## src/rtl/bit_wise_pkg.sv

```systemverilog
// Shared types and defaults for the BitWise operand feeder.
package bit_wise_pkg;

    localparam int unsigned BIT_WISE_N = 32;

    typedef enum logic [1:0] {
        IDLE,
        APPLY,
        CAPTURE
    } bit_wise_feeder_state_t;

endpackage

```

## src/rtl/bit_wise_operand_fifo.sv

```systemverilog
// Operand-pair FIFO: 2N-bit entries, DEPTH deep, head visible combinationally on rdata.
module bit_wise_operand_fifo #(
    parameter int unsigned N     = 32,
    parameter int unsigned DEPTH = 4
) (
    input  logic                         clk,
    input  logic                         rst,
    input  logic                         push,
    input  logic [2*N-1:0]               wdata,
    input  logic                         pop,
    output logic [2*N-1:0]               rdata,
    output logic                         full,
    output logic                         empty,
    output logic [$clog2(DEPTH+1)-1:0]   count
);

    localparam int unsigned PW = $clog2(DEPTH);
    localparam int unsigned CW = $clog2(DEPTH + 1);

    logic [2*N-1:0] mem [DEPTH];
    logic [PW-1:0]  wr_ptr;
    logic [PW-1:0]  rd_ptr;
    logic           do_push;
    logic           do_pop;

    assign full    = (count == CW'(DEPTH));
    assign empty   = (count == '0);
    assign do_push = push & ~full;
    assign do_pop  = pop & ~empty;
    assign rdata   = mem[rd_ptr];

    // Storage carries no reset; only pointers and occupancy define validity.
    always_ff @(posedge clk) begin
        if (do_push) begin
            mem[wr_ptr] <= wdata;
        end
    end

    // Pointers wrap naturally because DEPTH is a power of two.
    always_ff @(posedge clk) begin
        if (rst) begin
            wr_ptr <= '0;
            rd_ptr <= '0;
            count  <= '0;
        end else begin
            if (do_push) begin
                wr_ptr <= wr_ptr + PW'(1);
            end
            if (do_pop) begin
                rd_ptr <= rd_ptr + PW'(1);
            end
            case ({do_push, do_pop})
                2'b10:   count <= count + CW'(1);
                2'b01:   count <= count - CW'(1);
                default: count <= count;
            endcase
        end
    end

endmodule

```

## src/rtl/bit_wise_operand_feeder.sv

```systemverilog
// Buffers operand pairs and applies them to the BitWise unit with a fixed
// settle window, strobing capture when the unit's output may be sampled.
module bit_wise_operand_feeder
    import bit_wise_pkg::*;
#(
    parameter int unsigned N      = BIT_WISE_N,
    parameter int unsigned DEPTH  = 4,
    parameter int unsigned SETTLE = 2
) (
    input  logic                         clk,
    input  logic                         rst,
    input  logic                         in_valid,
    output logic                         in_ready,
    input  logic [N-1:0]                 in_a,
    input  logic [N-1:0]                 in_b,
    output logic [N-1:0]                 a,
    output logic [N-1:0]                 b,
    output logic                         capture,
    output logic                         busy,
    output logic [$clog2(DEPTH+1)-1:0]   count
);

    localparam int unsigned SW = (SETTLE > 1) ? $clog2(SETTLE) : 1;

    bit_wise_feeder_state_t state;
    bit_wise_feeder_state_t state_next;
    logic [SW-1:0]          settle_cnt;
    logic [SW-1:0]          settle_next;
    logic                   pop;
    logic                   push;
    logic                   fifo_full;
    logic                   fifo_empty;
    logic [2*N-1:0]         head;

    assign in_ready = ~fifo_full;
    assign push     = in_valid & in_ready;

    bit_wise_operand_fifo #(
        .N     (N),
        .DEPTH (DEPTH)
    ) u_fifo (
        .clk   (clk),
        .rst   (rst),
        .push  (push),
        .wdata ({in_a, in_b}),
        .pop   (pop),
        .rdata (head),
        .full  (fifo_full),
        .empty (fifo_empty),
        .count (count)
    );

    // Next-state, settle countdown and pop decision.
    always_comb begin
        state_next  = state;
        settle_next = settle_cnt;
        pop         = 1'b0;
        case (state)
            IDLE: begin
                if (!fifo_empty) begin
                    pop         = 1'b1;
                    settle_next = SW'(SETTLE - 1);
                    state_next  = APPLY;
                end
            end
            APPLY: begin
                if (settle_cnt == '0) begin
                    state_next = CAPTURE;
                end else begin
                    settle_next = settle_cnt - SW'(1);
                end
            end
            CAPTURE: begin
                if (!fifo_empty) begin
                    pop         = 1'b1;
                    settle_next = SW'(SETTLE - 1);
                    state_next  = APPLY;
                end else begin
                    state_next = IDLE;
                end
            end
            default: state_next = IDLE;
        endcase
    end

    // capture/busy are registered from the next state so they align with it.
    always_ff @(posedge clk) begin
        if (rst) begin
            state      <= IDLE;
            settle_cnt <= '0;
            a          <= '0;
            b          <= '0;
            capture    <= 1'b0;
            busy       <= 1'b0;
        end else begin
            state      <= state_next;
            settle_cnt <= settle_next;
            capture    <= (state_next == CAPTURE);
            busy       <= (state_next != IDLE);
            if (pop) begin
                a <= head[2*N-1:N];
                b <= head[N-1:0];
            end
        end
    end

endmodule
```

## config.mk

```make
export PLATFORM = sky130hd
export DESIGN_NAME = bit_wise_operand_feeder
export DESIGN_NICKNAME = d
export VERILOG_FILES = /design/src/rtl/bit_wise_pkg.sv /design/src/rtl/bit_wise_operand_fifo.sv /design/src/rtl/bit_wise_operand_feeder.sv
export SDC_FILE = /design/constraint.sdc
export NUM_CORES = 1
export LEC_CHECK = 0
export BUFFER_PORTS_ARGS = -buffer_cell sky130_fd_sc_hd__buf_4
export CAP_MARGIN = 25
export CORE_ASPECT_RATIO = 1.2
export CORE_MARGIN = 8
export CORE_UTILIZATION = 60
export CTS_BUF_LIST = sky130_fd_sc_hd__clkbuf_4
export CTS_CLUSTER_DIAMETER = 100
export CTS_CLUSTER_SIZE = 8
export DETAILED_ROUTE_END_ITERATION = 10
export PLACE_DENSITY = 0.82
export SYNTH_ARGS = -nofsm -noshare
export SYNTH_HDL_FRONTEND = slang
export SYNTH_SLANG_ARGS = --single-unit
```

## constraint.sdc

```tcl
create_clock -name clk -period 3.9 [get_ports clk]
set_input_delay 0.39 -clock clk [delete_from_list [all_inputs] [get_ports clk]]
set_output_delay 0.39 -clock clk [all_outputs]
set_load 0.03 [all_outputs]
```

Word level (Yosys, flattened, before mapping) --
Memories as Yosys holds them, arrays and structs flattened. A register that Yosys moved wholly into a read port is not among the register bits. Index checks and enable logic that the tools add are counted.
Word-level totals: register bits after elaboration 12, output and inout port bits 70, memory bits (read-only) 0, memory bits (writable) 256, latch bits 0, word-level logic and storage cells 44, memories kept 1
Memories:
- u_fifo.mem | depth 4, width 64, rd ports 1, clocked after Yosys merged registers in 1, wr ports 1, line bit_wise_operand_fifo.sv:20 | logic [2*N-1:0] mem [DEPTH];
Operators by class: $lt $le $gt $ge 0, muxes and demuxes 12, divide/modulo/power cells 0, bitwise logic cells 5, eq/ne operators 7, multipliers 0, add/sub/neg operators 5, reductions and logical operators 7, shift-type cells 0
Operators with widths (number):
- 2-to-1 mux 1 bit | 7
- == test 2 bit (second input constant) | 3
- case mux 2 bit (3 select lines) | 1
- case mux 3 bit (2 select lines) | 1
- nonzero test 2 bit | 3
- adder 2 x 1 -> 2 bit (second input constant) | 2
- == test 2 x 1 -> 1 bit (second input constant) | 2
- 2-to-1 mux 2 bit | 2
- adder 3 x 1 -> 3 bit (second input constant) | 1
- bitwise AND 1 bit | 3
- == test 3 bit (second input constant) | 1
- logical NOT 3 bit | 1
- subtractor 3 x 1 -> 3 bit (second input constant) | 1
- logical NOT 2 bit | 1
- inequality test 2 bit (second input constant) | 1
- inverter 1 bit | 2
- case mux 1 bit (2 select lines) | 1
- AND reduction 2 bit | 1
- OR reduction 2 bit | 1
- subtractor 1 bit (second input constant) | 1

Longest topological paths before layout --
Gate-level depths: netlist of run 1.
depth in word-level cells 6, mapped depth 9, gate-level depth less buffers 9

Cells and area by module --
A second synthesis of run 1 with hierarchy kept.
Second synthesis, totals: cell total of the unflattened synthesis 697, area total of the unflattened synthesis 12654.6 µm²
Modules (own cells, without submodules):
- bit_wise_operand_fifo | instances 1, area an instance 9785.6 µm², cells each 388
- bit_wise_operand_feeder | instances 1, area an instance 2869.0 µm², cells each 309

Worst setup path after synthesis of run 1 --
OpenSTA, ideal clock, no wires.
path type register to register, start point reg u_fifo.count[0], end point mem u_fifo.mem[0][0] (netlist bit), enable pin, stages on the path, launching flop included 4, data arrival time 2.849 ns, data required time 3.471 ns, setup slack 0.621 ns, cell sequence dfxtp_1 -> or3b_2 -> clkbuf_1 -> and3_1
On the way: word-level cells in the longest chain between the ends 6
RTL lines:
- start: declaration | line bit_wise_operand_fifo.sv:14 | output logic [$clog2(DEPTH+1)-1:0] count
- start signal: assignment | line bit_wise_operand_fifo.sv:53 | 2'b10: count <= count + CW'(1);
- start signal: assignment | line bit_wise_operand_fifo.sv:54 | 2'b01: count <= count - CW'(1);
- start signal: assignment | line bit_wise_operand_fifo.sv:55 | default: count <= count;
- == test 3 bit (*) | line bit_wise_operand_fifo.sv:26 | assign full = (count == CW'(DEPTH));
- inverter 1 bit (*) | line bit_wise_operand_feeder.sv:35 | assign in_ready = ~fifo_full;
- via in_ready | line bit_wise_operand_feeder.sv:13 | output logic in_ready,
- bitwise AND 1 bit | line bit_wise_operand_feeder.sv:36 | assign push = in_valid & in_ready;
- bitwise AND 1 bit (*) | line bit_wise_operand_fifo.sv:28 | assign do_push = push & ~full;
- 2-to-1 mux 1 bit (*) | line bit_wise_operand_fifo.sv:34 | if (do_push) begin
- 2-to-1 mux 1 bit (not written as such) (*) | line bit_wise_operand_fifo.sv:35 | mem[wr_ptr] <= wdata;
- end: declaration | line bit_wise_operand_fifo.sv:20
Mark *: on every way through the listed nets, which the timed path passes. The rest lies on a longest branch.

Final worst setup path of run 1 --
start point reg u_fifo.count[2], end point reg u_fifo.count[2]
On the way: word-level cells in the longest chain between the ends 6, elaborated cells on any way between the ends 15
RTL lines:
- logical NOT 3 bit / == test 3 bit (equally long branches) | line bit_wise_operand_fifo.sv:27, bit_wise_operand_fifo.sv:26
- 2-to-1 mux 1 bit / inverter 1 bit (equally long branches)
- 2-to-1 mux 1 bit / bitwise AND 1 bit (equally long branches)
- bitwise AND 1 bit, on equally long branches | line bit_wise_operand_fifo.sv:29, bit_wise_operand_fifo.sv:28
- == test 2 x 1 -> 1 bit / == test 2 bit (equally long branches) | line bit_wise_operand_fifo.sv:52 | case ({do_push, do_pop})
- case mux 3 bit (2 select lines) / nonzero test 2 bit (equally long branches)
Several ways; a longest one is shown, not always the timed one. A chain may end at the register's enable or synchronous reset.

==> flow_summary.yaml, run 1 <==
outcome:
  status: "completed"
setup_path:
  worstPathCellList: "or3b_2, nand2_1, ha_1, inv_1, fa_1, xor2_1, or3_1, a21oi_1"
  cp.arrival_ns: 3.06
  slowest_stage: "or3b_2"
  required_ns: 4.44
  crit_cells: 8
  path_max_fanout: 10
  cp_num_buf_inv: 1
  cp_top_family: "simple AND/OR/NAND/NOR gates"
  r2r_slack_ns: 1.38
  start_kind: "flop"
  worstSetupEndpointType: "flop"
  critical_path_class: "reg -> reg"
  worst-r2r-cell-count: 8
  critPathMaxStageDelay_ns: 0.58
power_and_ir_drop:
  p_per_area_nw_per_um2: 686
  ir_drop_uv: 460
  p_leak_nw: 5.10
global_routing:
  grt_remaining_overflow: 0
  antenna_found_initial: 1
  grt_usage: 0.199
  grt_pass1_vias: 6723
  grt_pass1_wl_mm: 36.9
  grt_max_degree: 67
die:
  io_pins: 137
  rows: 56
  die_x_um: 144
  die_h_um: 169
  initial_core_util: 0.606
  core_area_um2: 19400
  die-area_um2: 24400
synthesis:
  netlist.area_leader.share: 0.653
  synth_area_um2: 11800
  yosysTopAreaCell: "edfxtp_1"
  synth_edf_count: 256
  syn_area_per_cell_um2: 21.6
  yosys_warnings: 0
  async_reset_ff_frac: 0
  synth_seq_cells: 332
  yosysUniqueCellTypes: 29
  yosys_most_used_dff: "edfxtp_1"
  syn-num-nets: 619
  synth_seq_area_share: 0.783
  syn_inst: 546
  synth_area_leaders: "edfxtp_1, dfxtp_1, mux4_2, a22o_1, buf_6"
detailed_routing:
  firstDrtPassIters: 5
  routedWlPerCell_um: 22.4
  wirelength_mm: 23.8
  drtAntennaViolNets: 0
  vias: 6186
  viasPerCell: 5.80
  drc_errors: 0
  drtIter0Drc: 446
sta:
  finClkSkew_ns: 0.0340
  drv_slew: 0
  tns_ns: 0
  post-route-min-period_ns: 2.52
  final_hold_viol_count: 0
  maxSlewHeadroom: 0.312
  fmax_mhz: 397
  worst_slack_ns: 1.38
  rsz0062_at_grt: "no"
  post-route-period-util: 0.646
  tightest_slew_ns: 1.03
  setup_viol: 0
min_path:
  whs_path_depth: 2
  hold_class: "in -> reg"
clocking:
  clkTransAtPathRegs_ns: 0.09
  insertion_delay_ns: 0.64
  cts_hold_buf: 64
  numCtsBuffers: 47
  clock_path_buffers: 3
  postCtsResizedCells: 0
  cts-htree-levels: 2
  cts_tree: "built"
  cts.sinks: 332
  post_cts_buffers: 0
  cts-root-buf: "clkbuf_4"
placed_design:
  hpwlAfterDp_mm: 12.7
  portBuffers: 136
  gp_congestion: 0.726
  place_ws_ns: 1.49
  placedCellCount: 917
job:
  cap_violations: 0
cells_and_area:
  utilization: 0.739
  mostFrequentLayoutCells: "edfxtp_1, buf_4, clkbuf_4, dfxtp_1"
  final_common_cell: "edfxtp_1"
  fin_cells: 1067
  layout.nets: 843
  area_delta_synth_final_pct: 21.9
  drive_gt1_frac: 0.374
==> cell usage after synthesis, types with 3 or more instances <==
| cell type | count |
|---|---|
| buf_6 | 9 |
| a21oi_1 | 8 |
| nor3_1 | 4 |
| mux4_2 | 64 |
| inv_1 | 8 |
| and3_1 | 4 |
| ha_1 | 5 |
| nor2_1 | 4 |
| edfxtp_1 | 256 |
| a22o_1 | 64 |
| nand2_1 | 3 |
| buf_2 | 6 |
| dfxtp_1 | 76 |
| clkbuf_1 | 15 |
==> area by class of cell <==
type | instances | area [um2]
diodes | 1 | 2.50
well taps | 261 | 327
clock buffers | 81 | 608
multi-input cells | 175 | 2360
repair buffers | 206 | 1730
inverters | 8 | 30.0
fillers | 1093 | 5070
clock inverters | 3 | 63.8
flip-flops and latches | 332 | 9220
==> through the flow <==
step	total power, mW	hold WS, ns	cell area, um2
after CTS	9.91	0.0125	14300
after detailed placement	7.71	0.469	13000
after floorplan	6.69	0.448	11800
final	9.84	0.0904	14300
after global routing	10.3	0.0273	14300
after global placement	7.59	0.464	13000
==> worst register-to-register path, cell delays in order (launching register included) <==
cell     delay [ns]
dfxtp_1        0.42
or3b_2         0.58
nand2_1        0.13
ha_1           0.20
inv_1          0.08
fa_1           0.40
xor2_1         0.17
or3_1          0.31
a21oi_1        0.17
==> path summary, 6_finish.rpt <==
check                                     start               end
worst min-delay path                        rst  u_fifo.wr_ptr[0]
worst max register to register  u_fifo.count[2]   u_fifo.count[2]
worst max-delay path            u_fifo.count[2]   u_fifo.count[2]
worst min register to register             a[9]              a[9]
==> sequential cells by signal, indices dropped and copies added (netlist names) <==
register       cells
u_fifo.mem       256
state              2
settle_cnt         1
b                 32
u_fifo.count       3
busy               1
capture            1
u_fifo.rd_ptr      2
u_fifo.wr_ptr      2
a                 32
==> kinds of logic after synthesis <==
family	synth area share
AOI/OAI and AO/OA	0.0560
xor gates and xnor gates	0.00149
adders and majority gates	0.00702
buffers and inverters	0.0188
DFF	0.783
muxes	0.122
and+or+nand+nor	0.0116
==> power breakdown <==
part	internal (mW)	switching, mW
Sequential	4.44	0.447
Clock	1.06	1.10
Combinational	1.24	1.55
==> layer usage <==
metal,GRT usage,wire length (um),up-vias
li1,-,-,2723
met1,0.233,9040,3151
met2,0.363,12800,272
met3,0.0374,1580,40
met4,0.0609,383,0
met5,0,0,-
Note: power is estimated with default switching activity, not from simulation.
==> inputs of run 2 (changes only) <==
Clock period 3.9 ns to 2.5 ns, I/O delays scaled along.
==> flow_summary.yaml, run 2 (synthesis gave the netlist of run 1 again) <==
outcome:
  status: "completed"
global_routing:
  grt_pass1_wl_mm: 35.6
  antenna_found_initial: 1
  grt_max_degree: 65
  grt_remaining_overflow: 0
  grt_usage: 0.192
  grt_pass1_vias: 6606
detailed_routing:
  wirelength_mm: 22.7
  firstDrtPassIters: 4
  viasPerCell: 5.62
  drtAntennaViolNets: 0
  drc_errors: 0
  routedWlPerCell_um: 21.1
  drtIter0Drc: 424
  vias: 6057
min_path:
  hold_class: "in -> reg"
placed_design:
  gp_congestion: 0.810
  place_ws_ns: 0.230
  hpwlAfterDp_mm: 13.1
  portBuffers: 136
power_and_ir_drop:
  finalPower_mw: 15.4
  ir_drop_uv: 768
  internal_power_mw: 10.6
  power.switching_mw: 4.77
  p_leak_nw: 5.15
  swShare: 0.311
  p_comb_frac: 0.285
  p_seq_frac: 0.492
  clkPwrFrac: 0.222
  p_per_area_nw_per_um2: 1060
sta:
  rsz0062_at_grt: "no"
  finClkSkew_ns: 0.0276
  post-route-period-util: 0.915
  fmax_mhz: 437
  drv_slew: 0
  maxSlewHeadroom: 0.314
  worst_slack_ns: 0.213
  tns_ns: 0
  post-route-min-period_ns: 2.29
  setup_viol: 0
  final_hold_viol_count: 0
  tightest_slew_ns: 1.03
cells_and_area:
  layout.nets: 849
  largestRegisters: "u_fifo.mem: 256 flops, a: 32 flops, b: 32 flops"
  drive_gt1_frac: 0.378
  area_delta_synth_final_pct: 22.9
  final_common_cell: "edfxtp_1"
  mostFrequentLayoutCells: "edfxtp_1, buf_4, clkbuf_4, dfxtp_1, dlygate4sd3_1"
  regMostFlops: "u_fifo.mem"
  largest_reg_flops: 256
  n_fill_cell: 1082
die:
  rows: 56
  die_x_um: 144
  die_h_um: 169
  core_area_um2: 19400
  die-area_um2: 24400
  io_pins: 137
  initial_core_util: 0.606
clocking:
  cts_tree: "built"
  cts_hold_buf: 67
  cts-root-buf: "clkbuf_4"
  cts.sinks: 332
  post_cts_buffers: 0
  numCtsBuffers: 47
  clock_path_buffers: 3
  postCtsResizedCells: 0
  cts-htree-levels: 2
  clkTransAtPathRegs_ns: 0.10
  insertion_delay_ns: 0.65
setup_path:
  required_ns: 3.07
  critical_path_class: "reg -> reg"
  slowest_stage: "or3b_2"
  cp.arrival_ns: 2.86
  critPathMaxStageDelay_ns: 0.49
  path_max_fanout: 6
  worstPathCellList: "or3b_2, nand2_1, ha_1, inv_1, fa_1, xor2_1, or3_1, a21oi_1"
  worstSetupEndpointType: "flop"
  start_kind: "flop"
job:
  cap_violations: 0
[run 2: cell count changes in the layout (fill, tap and decap cells not counted), sizes merged]
cell | before | now
dlygate4sd3 | 64 | 67
buf | 142 | 145
clkbuf | 81 | 83
diode | 1 | 3
[run 2: per-layer routing]
metal  wire length, um  global-route usage  vias up
li1                  -                   -     2746
met1              9020               0.238     3095
met2             11900               0.332      186
met3              1440              0.0419       30
met4               354              0.0559        0
met5                 0                   0        -
[run 2: worst paths after layout]
kind | start | end | slack (ns) | cells after the start
min reg2reg | b[2] | b[2] | 0.49 | 1
max reg2reg | u_fifo.count[0] | u_fifo.count[2] | 0.21 | 8
max | u_fifo.count[0] | u_fifo.count[2] | 0.21 | 8
min | in_b[4] | u_fifo.mem[1][4] | 0.34 | 2
[run 2: power by group through the flow]
stage	Combinational [mW]	Sequential (mW)	Clock, mW
floorplan	1.99	8.43	0
global placement	4.26	7.63	0
detailed placement	4.35	7.69	0
CTS	4.45	7.57	3.52
global route	4.66	7.67	3.74
finish	4.38	7.56	3.41
[run 2: metrics by stage]
step           instances  hold slack (ns)  utilization  area (um2)
2_1_floorplan        546            0.349            -       11800
3_5_place_dp         920            0.455        0.673       13100
4_1_cts             1073            0.277        0.743       14400
5_1_grt             1077            0.283        0.745       14500
3_3_place_gp         920            0.448        0.673       13100
6_report            1077            0.343        0.745       14500
[run 2: worst max-delay path: cells and delay by family (launching register included)]
kind	cells	cell delay, ns
AOI/OAI and AO/OA	1	0.15
xor gates and xnor gates	1	0.17
adders and majority gates	2	0.58
buffers and inverters	1	0.07
DFF	1	0.37
and+or+nand+nor	3	0.88
[run 2: cell type report]
| cell class | instances | area, um2 | area share |
|---|---|---|---|
| multi-input combinational | 175 | 2360 | 0.163 |
| antenna | 3 | 7.51 | 0.000519 |
| clock inverter | 3 | 63.8 | 0.00441 |
| tap | 261 | 327 | 0.0226 |
| inverter | 8 | 30.0 | 0.00208 |
| timing repair buffer | 212 | 1830 | 0.126 |
| sequential | 332 | 9220 | 0.637 |
| clock buffer | 83 | 623 | 0.0431 |
